<file path="src/rtl/acl_pkg.sv">
// Shared ACL constants, loader state encoding and CRC16 bit step.
package acl_pkg;

   localparam int unsigned ACL_ADDR_WIDTH  = 12;
   localparam int unsigned ACL_TUPLE_WIDTH = 104;
   localparam int unsigned CRC16_WIDTH     = 16;

   localparam logic [CRC16_WIDTH-1:0] CRC16_POLY = 16'h1021;
   localparam logic [CRC16_WIDTH-1:0] CRC16_INIT = 16'h0000;

   typedef enum logic [1:0] {
      ST_IDLE  = 2'd0,
      ST_HASH  = 2'd1,
      ST_WRITE = 2'd2,
      ST_CLEAR = 2'd3
   } loader_state_t;

   // 5-tuple layout as stored by the match engine, MSB first
   typedef struct packed {
      logic [31:0] src_ip;
      logic [15:0] src_port;
      logic [31:0] dst_ip;
      logic [15:0] dst_port;
      logic [7:0]  proto;
   } acl_tuple_t;

   // One bit of MSB-first CRC16-CCITT (no reflection)
   function automatic logic [CRC16_WIDTH-1:0] crc16_bit(input logic [CRC16_WIDTH-1:0] crc,
                                                         input logic din);
      logic [CRC16_WIDTH-1:0] shifted;
      shifted = {crc[CRC16_WIDTH-2:0], 1'b0};
      return (crc[CRC16_WIDTH-1] ^ din) ? (shifted ^ CRC16_POLY) : shifted;
   endfunction

endpackage

</file>
<file path="src/rtl/acl_crc16_step.sv">
// Folds BITS input bits (MSB first) into a running CRC16-CCITT value.
module acl_crc16_step
   import acl_pkg::*;
#(
   parameter int unsigned BITS = 8
) (
   input  logic [CRC16_WIDTH-1:0] i_crc,
   input  logic [BITS-1:0]        i_data,
   output logic [CRC16_WIDTH-1:0] o_crc_c
);

   logic [CRC16_WIDTH-1:0] w_crc;
   logic [BITS-1:0]        w_bits;

   // Bit-serial fold, unrolled across the slice
   always_comb begin
      w_crc  = i_crc;
      w_bits = i_data;
      for (int unsigned i = 0; i < BITS; i++) begin
         w_crc  = crc16_bit(w_crc, w_bits[BITS-1]);
         w_bits = w_bits << 1;
      end
   end

   assign o_crc_c = w_crc;

endmodule

</file>
<file path="src/rtl/acl_rule_loader.sv">
// Accepts ACL drop rules, hashes each into a bucket index with an iterative
// CRC16 and issues one engine write per rule; also sequences table clears.
module acl_rule_loader
   import acl_pkg::*;
#(
   parameter int unsigned ADDR_WIDTH     = ACL_ADDR_WIDTH,
   parameter int unsigned DATA_WIDTH     = ACL_TUPLE_WIDTH,
   parameter int unsigned BITS_PER_CYCLE = 8
) (
   input  logic                  clk,
   input  logic                  rst_n,
   input  logic                  rule_valid,
   output logic                  rule_ready,
   input  logic [DATA_WIDTH-1:0] rule_tuple,
   input  logic                  clear_req,
   output logic                  acl_write_en,
   output logic [ADDR_WIDTH-1:0] acl_write_addr,
   output logic [DATA_WIDTH-1:0] acl_write_data,
   output logic                  acl_clear,
   output logic                  busy,
   output logic [31:0]           rule_count,
   output logic [31:0]           reject_count
);

   localparam int unsigned BEATS  = DATA_WIDTH / BITS_PER_CYCLE;
   localparam int unsigned BEAT_W = (BEATS > 1) ? $clog2(BEATS) : 1;

   // Reject configurations the iterative hash cannot express
   generate
      if ((BITS_PER_CYCLE == 0) || ((DATA_WIDTH % BITS_PER_CYCLE) != 0) ||
          (ADDR_WIDTH > CRC16_WIDTH)) begin : g_bad_cfg
         $error("acl_rule_loader: BITS_PER_CYCLE must divide DATA_WIDTH and ADDR_WIDTH <= 16");
      end
   endgenerate

   loader_state_t          r_state;
   logic [DATA_WIDTH-1:0]  r_tuple;
   logic [DATA_WIDTH-1:0]  r_shift;
   logic [CRC16_WIDTH-1:0] r_crc;
   logic [BEAT_W-1:0]      r_beat;
   logic                   r_clear_pending;
   logic                   r_write_en;
   logic [ADDR_WIDTH-1:0]  r_write_addr;
   logic [DATA_WIDTH-1:0]  r_write_data;
   logic                   r_clear;
   logic [31:0]            r_rule_count;
   logic [31:0]            r_reject_count;

   logic [CRC16_WIDTH-1:0] w_crc_next;
   logic                   w_accept;

   acl_crc16_step #(
      .BITS (BITS_PER_CYCLE)
   ) u_crc_step (
      .i_crc   (r_crc),
      .i_data  (r_shift[DATA_WIDTH-1 -: BITS_PER_CYCLE]),
      .o_crc_c (w_crc_next)
   );

   // Clear requests take priority over rule acceptance
   assign rule_ready = (r_state == ST_IDLE) && !r_clear_pending && !clear_req;
   assign w_accept   = rule_valid && rule_ready;

   // Loader FSM, hash datapath, engine strobes and statistics
   always_ff @(posedge clk or negedge rst_n) begin
      if (!rst_n) begin
         r_state         <= ST_IDLE;
         r_tuple         <= '0;
         r_shift         <= '0;
         r_crc           <= CRC16_INIT;
         r_beat          <= '0;
         r_clear_pending <= 1'b0;
         r_write_en      <= 1'b0;
         r_write_addr    <= '0;
         r_write_data    <= '0;
         r_clear         <= 1'b0;
         r_rule_count    <= '0;
         r_reject_count  <= '0;
      end else begin
         r_write_en <= 1'b0;
         r_clear    <= 1'b0;
         case (r_state)
            ST_IDLE: begin
               if (clear_req) begin
                  r_state <= ST_CLEAR;
                  r_clear <= 1'b1;
               end else if (w_accept) begin
                  if (rule_tuple == '0) begin
                     // all-zero is the engine's empty-slot marker
                     if (r_reject_count != 32'hFFFF_FFFF)
                        r_reject_count <= r_reject_count + 32'd1;
                  end else begin
                     r_tuple <= rule_tuple;
                     r_shift <= rule_tuple;
                     r_crc   <= CRC16_INIT;
                     r_beat  <= '0;
                     r_state <= ST_HASH;
                  end
               end
            end
            ST_HASH: begin
               if (clear_req)
                  r_clear_pending <= 1'b1;
               r_crc   <= w_crc_next;
               r_shift <= r_shift << BITS_PER_CYCLE;
               r_beat  <= r_beat + BEAT_W'(1);
               if (r_beat == BEAT_W'(BEATS - 1)) begin
                  r_state      <= ST_WRITE;
                  r_write_en   <= 1'b1;
                  r_write_addr <= w_crc_next[ADDR_WIDTH-1:0];
                  r_write_data <= r_tuple;
                  if (r_rule_count != 32'hFFFF_FFFF)
                     r_rule_count <= r_rule_count + 32'd1;
               end
            end
            ST_WRITE: begin
               if (r_clear_pending || clear_req) begin
                  r_clear_pending <= 1'b1;
                  r_state         <= ST_CLEAR;
                  r_clear         <= 1'b1;
               end else begin
                  r_state <= ST_IDLE;
               end
            end
            ST_CLEAR: begin
               // any clear_req seen here merges into this clear
               r_rule_count    <= '0;
               r_clear_pending <= 1'b0;
               r_state         <= ST_IDLE;
            end
            default: r_state <= ST_IDLE;
         endcase
      end
   end

   assign acl_write_en   = r_write_en;
   assign acl_write_addr = r_write_addr;
   assign acl_write_data = r_write_data;
   assign acl_clear      = r_clear;
   assign busy           = (r_state != ST_IDLE) || r_clear_pending;
   assign rule_count     = r_rule_count;
   assign reject_count   = r_reject_count;

endmodule
</file>
<file path="config.mk">
export PLATFORM = sky130hd
export DESIGN_NAME = acl_rule_loader
export DESIGN_NICKNAME = d
export VERILOG_FILES = /design/src/rtl/acl_pkg.sv /design/src/rtl/acl_crc16_step.sv /design/src/rtl/acl_rule_loader.sv
export SDC_FILE = /design/constraint.sdc
export NUM_CORES = 1
export LEC_CHECK = 0
export BUFFER_PORTS_ARGS = -buffer_cell sky130_fd_sc_hd__buf_2
export CELL_PAD_IN_SITES_DETAIL_PLACEMENT = 0
export CELL_PAD_IN_SITES_GLOBAL_PLACEMENT = 1
export CORE_ASPECT_RATIO = 1.1
export CORE_MARGIN = 2
export CORE_UTILIZATION = 25
export CTS_CLUSTER_SIZE = 12
export DETAILED_ROUTE_END_ITERATION = 16
export PLACE_DENSITY_LB_ADDON = 0.25
export SYNTH_ARGS = -nofsm -noshare
export SYNTH_HDL_FRONTEND = slang
export SYNTH_SLANG_ARGS = --single-unit
</file>
<file path="constraint.sdc">
create_clock -name clk -period 2.9 [get_ports clk]
set_input_delay 0.58 -clock clk [delete_from_list [all_inputs] [get_ports clk]]
set_output_delay 0.58 -clock clk [all_outputs]
set_load 0.02 [all_outputs]
</file>
-- After elaboration in Yosys (flattened, before gate mapping)
Index checks and enable logic that the tools add are counted.
- $add $sub $neg: 3
- equal/unequal tests: 15
- multiplexer cells: 37
- bitwise operators: 18
- reductions and logical operators: 20
- operator list (kind ; count):
    2-to-1 mux 104 bit ; 3
    one-hot mux 104 bit (2 select lines) ; 1
    zero test 104 bit ; 1
    2-to-1 mux 13 bit ; 8
    adder 32 x 1 -> 32 bit, second input constant ; 2
    2-to-1 mux 32 bit ; 2
    inequality test 32 bit, second input constant ; 2
    one-hot mux 32 bit (2 select lines) ; 1
    2-to-1 mux 16 bit ; 3
    one-hot mux 16 bit (2 select lines) ; 1
    NOT 3 bit ; 8
    inequality test 2 bit, second input constant ; 7
    2-to-1 mux 4 bit ; 3
    2-to-1 mux 2 bit ; 5
    AND reduction 3 bit ; 3
    one-hot mux 2 bit (4 select lines) ; 1
    one-hot mux 4 bit (2 select lines) ; 1
    AND reduction 4 bit ; 2
    bitwise XOR 1 bit ; 8
    2-to-1 mux 1 bit ; 6
    inequality test 3 bit, second input constant ; 2
    nonzero test 2 bit ; 3
    AND reduction 5 bit ; 1
    adder 4 x 1 -> 4 bit, second input constant ; 1
    12 further kinds ; 18
- flip-flop bits (word level): 413
- input port bits: 108
- output and inout port bits: 184
- logic and storage cells: 105

-- Longest topological paths before layout
- depth in word-level cells: 17
- gate-level depth with buffers: 10
- gate-level depth less buffers: 9

-- Hierarchy
From an unflattened synthesis, not the netlist that was laid out.
- cell total of the unflattened synthesis: 1847
- area total of the unflattened synthesis: 17498.0 µm²
- modules (own cells, without submodules) (module ; instances ; cells an instance ; area each (µm²) ; seq. area each (µm²)):
    acl_rule_loader ; 1 ; 1822 ; 17110.2 ; 10334.9
    acl_crc16_step ; 1 ; 25 ; 387.9 ; 0.0

-- Least setup slack after synthesis
OpenSTA, ideal clock, no wires.
- kind: reg-to-reg
- start: register r_state[1]
- end: register r_reject_count[21], in the netlist reject_count[21]
- library setup time: 0.080 ns
- arrival time: 2.367 ns
- required time: 2.820 ns
- setup slack: 0.454 ns
- stages on the path, launching flop included: 9
- path buffers: 1
- clock period less this slack: 2.446 ns
- cells stage by stage: dfrtp_1 -> or3_1 -> nor2_2 -> and2_1 -> buf_2 -> nand4_4 -> nor4_4 -> and3_1 -> xor2_1
- longest elaborated chain between the ends: 5
- ends and longest elaborated chain (what ; RTL line ; RTL):
    start, declared ; acl_rule_loader.sv:36 ; loader_state_t r_state;
    start signal, assigned ; acl_rule_loader.sv:67 ; r_state <= ST_IDLE;
    start signal, assigned ; acl_rule_loader.sv:85 ; r_state <= ST_CLEAR;
    start signal, assigned ; acl_rule_loader.sv:97 ; r_state <= ST_HASH;
    zero test 2 bit ; acl_rule_loader.sv:61 ; assign rule_ready = (r_state == ST_IDLE) && !r_clear_pending && !clear_req;
    logical AND 1 bit (2 in series) ; acl_rule_loader.sv:61 ;
    named net rule_ready ; acl_rule_loader.sv:13 ; output logic rule_ready,
    logical AND 1 bit ; acl_rule_loader.sv:62 ; assign w_accept = rule_valid && rule_ready;
    AND reduction 5 bit (no line) ; - ;
    end signal, assigned ; acl_rule_loader.sv:91 ; r_reject_count <= r_reject_count + 32'd1;
    end, declared ; acl_rule_loader.sv:47 ; logic [31:0] r_reject_count;
The timed path passes the listed nets, and every way through them passes these cells.
A chain may end at the register's enable or synchronous reset.

-- Worst setup path in the final report
- start: input port rule_tuple[89]
- end: register r_reject_count[21], in the netlist reject_count[21]
- longest elaborated chain between the ends: 2
- ends and longest elaborated chain (what ; RTL line ; RTL):
    start, declared ; acl_rule_loader.sv:14 ; input logic [DATA_WIDTH-1:0] rule_tuple,
    zero test 104 bit ; acl_rule_loader.sv:88 ; if (rule_tuple == '0) begin
    AND reduction 5 bit (no line) ; - ;
Every way passes these cells.

==> impl_metrics.yaml <==
outcome:
  status: "complete, no violations"
synth:
  synth_nets: 1927
  synth_edf_count: 0
  synthCells: 1815
  ys_types: 42
  yosysTopAreaCellShare: 0.612
  syn_area_mm2: 0.0169
  yosys_warnings: 0
  synthFlopType: "dfrtp_1"
  async_flop_share: 1.00
  netlist_top_cells_area: "dfrtp_1, nand2_1, nand3_1"
  avgSynthCellArea_um2: 9.30
  ys_seq_elements: 413
  yosysSeqAreaShare: 0.612
  synth_largest_area_cell: "dfrtp_1"
detailed_routing:
  antenna_left: 0
  wl_per_cell_um: 18.7
  drc_errors: 0
  routed_wl_um: 56600
  drtIter0Drc: 843
  drtPass1Iterations: 7
  vias: 13745
  vias_per_cell: 4.54
cts:
  clockRootBuffer: "clkbuf_16"
  cts.sinks: 413
  cts.clk_slew.worst_paths_ns: 0.06
  hold_buffers: 0
  clkLatencyLatePin_ns: 0.57
  cts_resized: 0
  htreeDepth: 2
  post-cts-setup-buffers: 0
  clock_path_buffers: 3
  numCtsBuffers: 49
  cts_tree: "yes"
critical_path:
  start_kind: "primary input"
  worstPathArrival_ns: 3.21
  critPathKind: "primary input to register"
  crit_path_end_kind: "register"
  cp_max_fo: 9
  worst_ep_required_time_ns: 3.39
pwr:
  p_comb_frac: 0.304
  internal-power_mw: 14.3
  seq_power_share: 0.418
  p_clk_frac: 0.278
  power.density_mw_per_mm2: 1050
  swShare: 0.368
  peakVddDrop_mv: 0.436
  p_leak_nw: 11.3
  net-switching-power_mw: 8.31
sta:
  slew_headroom: 0.322
  maxClockFrequency_mhz: 367
  tns_ns: 0
  hold_violations: 0
  fin_skew_ns: 0.0179
  rsz0062_at_grt: "no"
  fin_crit_ns: 2.72
  tightest_slew_ns: 1.01
  finalSetupViolations: 0
  fin_crit_sh: 0.939
  finalHoldWorstSlack_ns: 0.0426
  finalMaxSlewViolations: 0
global_route:
  grt_max_degree: 134
  overflow: 0
  antenna_found_initial: 2
  grt_pass1_vias: 14466
  grt_pass1_wl_um: 88800
  grt_use_total: 0.164
cells_and_area:
  layout_commonest_cell: "nand2_1"
  final_cells: 3028
  nNetsFinal: 2245
  drive_gt1_frac: 0.212
  final_cell_mix: "nand2_1, dfrtp_1, buf_2"
  syn2layout_area_growth_pct: 27.4
  fin_util: 0.323
place:
  dp_hpwl_um: 39900
  gp_congestion: 0.784
  dp.cells: 2940
  port_buffers: 291
job:
  max-cap-violations: 0
floorplan:
  dieArea_mm2: 0.0696
  ioPinCount: 292
  core_mm2: 0.0665
  start_util: 0.254
  dieHeight_um: 277
  rows: 99
  fp.dieW_um: 252
worst_hold_path:
  hold_path.class: "primary input to asynchronous set/reset pin"
-- worst max-delay path: stages --
cell,delay [ns]
buf_2,0.12
nor4_1,0.73
buf_4,0.22
nand4_1,0.14
nor4_4,0.29
nand4_4,0.26
nor4_4,0.32
buf_4,0.21
and3_1,0.19
xor2_1,0.14
-- state kept, by name, summed over array words and instances (netlist names), 4 cells and up --
name            count
acl_write_addr     12
reject_count       32
r_shift           104
acl_write_data    104
r_beat              4
r_crc              16
rule_count         32
r_tuple           104
-- path summary, 6_finish.rpt --
check | start | end | slack, ns | cells after the start
worst max-delay path | rule_tuple[89] | reject_count[21]$_DFFE_PN0P_ | 0.18 | 10
worst min-delay path | rst_n | r_tuple[88]$_DFFE_PN0P_ | 0.04 | 1
worst max register to register | r_state[1]$_DFFE_PN0P_ | reject_count[21]$_DFFE_PN0P_ | 0.38 | 8
worst min register to register | r_tuple[92]$_DFFE_PN0P_ | acl_write_data[92]$_DFFE_PN0P_ | 0.46 | 2
max in group asynchronous | rst_n | acl_write_data[28]$_DFFE_PN0P_ | 1.94 | 2
min in group clk | rule_tuple[87] | r_tuple[87]$_DFFE_PN0P_ | 0.26 | 3
-- Yosys cell counts (all sizes together) (8+ instances only) --
library cell / instances
nand2: 800
dfrtp: 413
nand3: 125
clkbuf: 70
nor2: 64
o21ai: 51
xnor2: 50
nor4: 33
nand4: 27
xor2: 24
buf: 23
a21oi: 18
nor3: 18
a221oi: 15
a22o: 15
and3: 12
o31ai: 12
and4: 8
-- power by group through the flow --
| stage | Clock [mW] | Combinational [mW] | Sequential [mW] |
|---|---|---|---|
| after detailed placement | 0 | 7.06 | 9.52 |
| after global placement | 0 | 6.97 | 9.50 |
| final | 6.26 | 6.87 | 9.43 |
| after floorplan | 0 | 3.62 | 10.1 |
| after global routing | 6.71 | 7.78 | 9.74 |
| after CTS | 6.47 | 7.08 | 9.46 |
-- layout make-up --
class                           count  area (µm²)
Tap cell                          858        1070
Sequential cell                   413       10300
Clock inverter                     16         188
Inverter                            6        25.0
Multi-Input combinational cell   1303        6210
Clock buffer                       71        1440
Antenna cell                        1        2.50
Fill cell                        6993       45000
Timing Repair Buffer              360        2230
-- kinds of logic after synthesis --
group           after synthesis  share of synthesized area
compound gates              123                     0.0466
xor+xnor                     74                     0.0384
fa+ha+maj                     4                    0.00297
buf+inv                      99                     0.0239
flops                       413                      0.612
simple gates               1102                      0.276
-- stage by stage --
step	instance area [µm²]	setup slack (ns)	power [mW]
after floorplan	16900	0.454	13.7
after global placement	19900	-0.612	16.5
after detailed placement	19900	-0.578	16.6
after CTS	21500	0.0481	23.0
after global routing	21500	0.00552	24.2
final	21500	0.178	22.6
-- routing by layer --
| metal | part of all wire | track usage |
|---|---|---|
| met1 | 0.44 | 0.216 |
| met2 | 0.50 | 0.280 |
| met3 | 0.042 | 0.0244 |
| met4 | 0.020 | 0.0409 |
| met5 | 0.00012 | 0 |
Power figures use the tool's default switching activity.
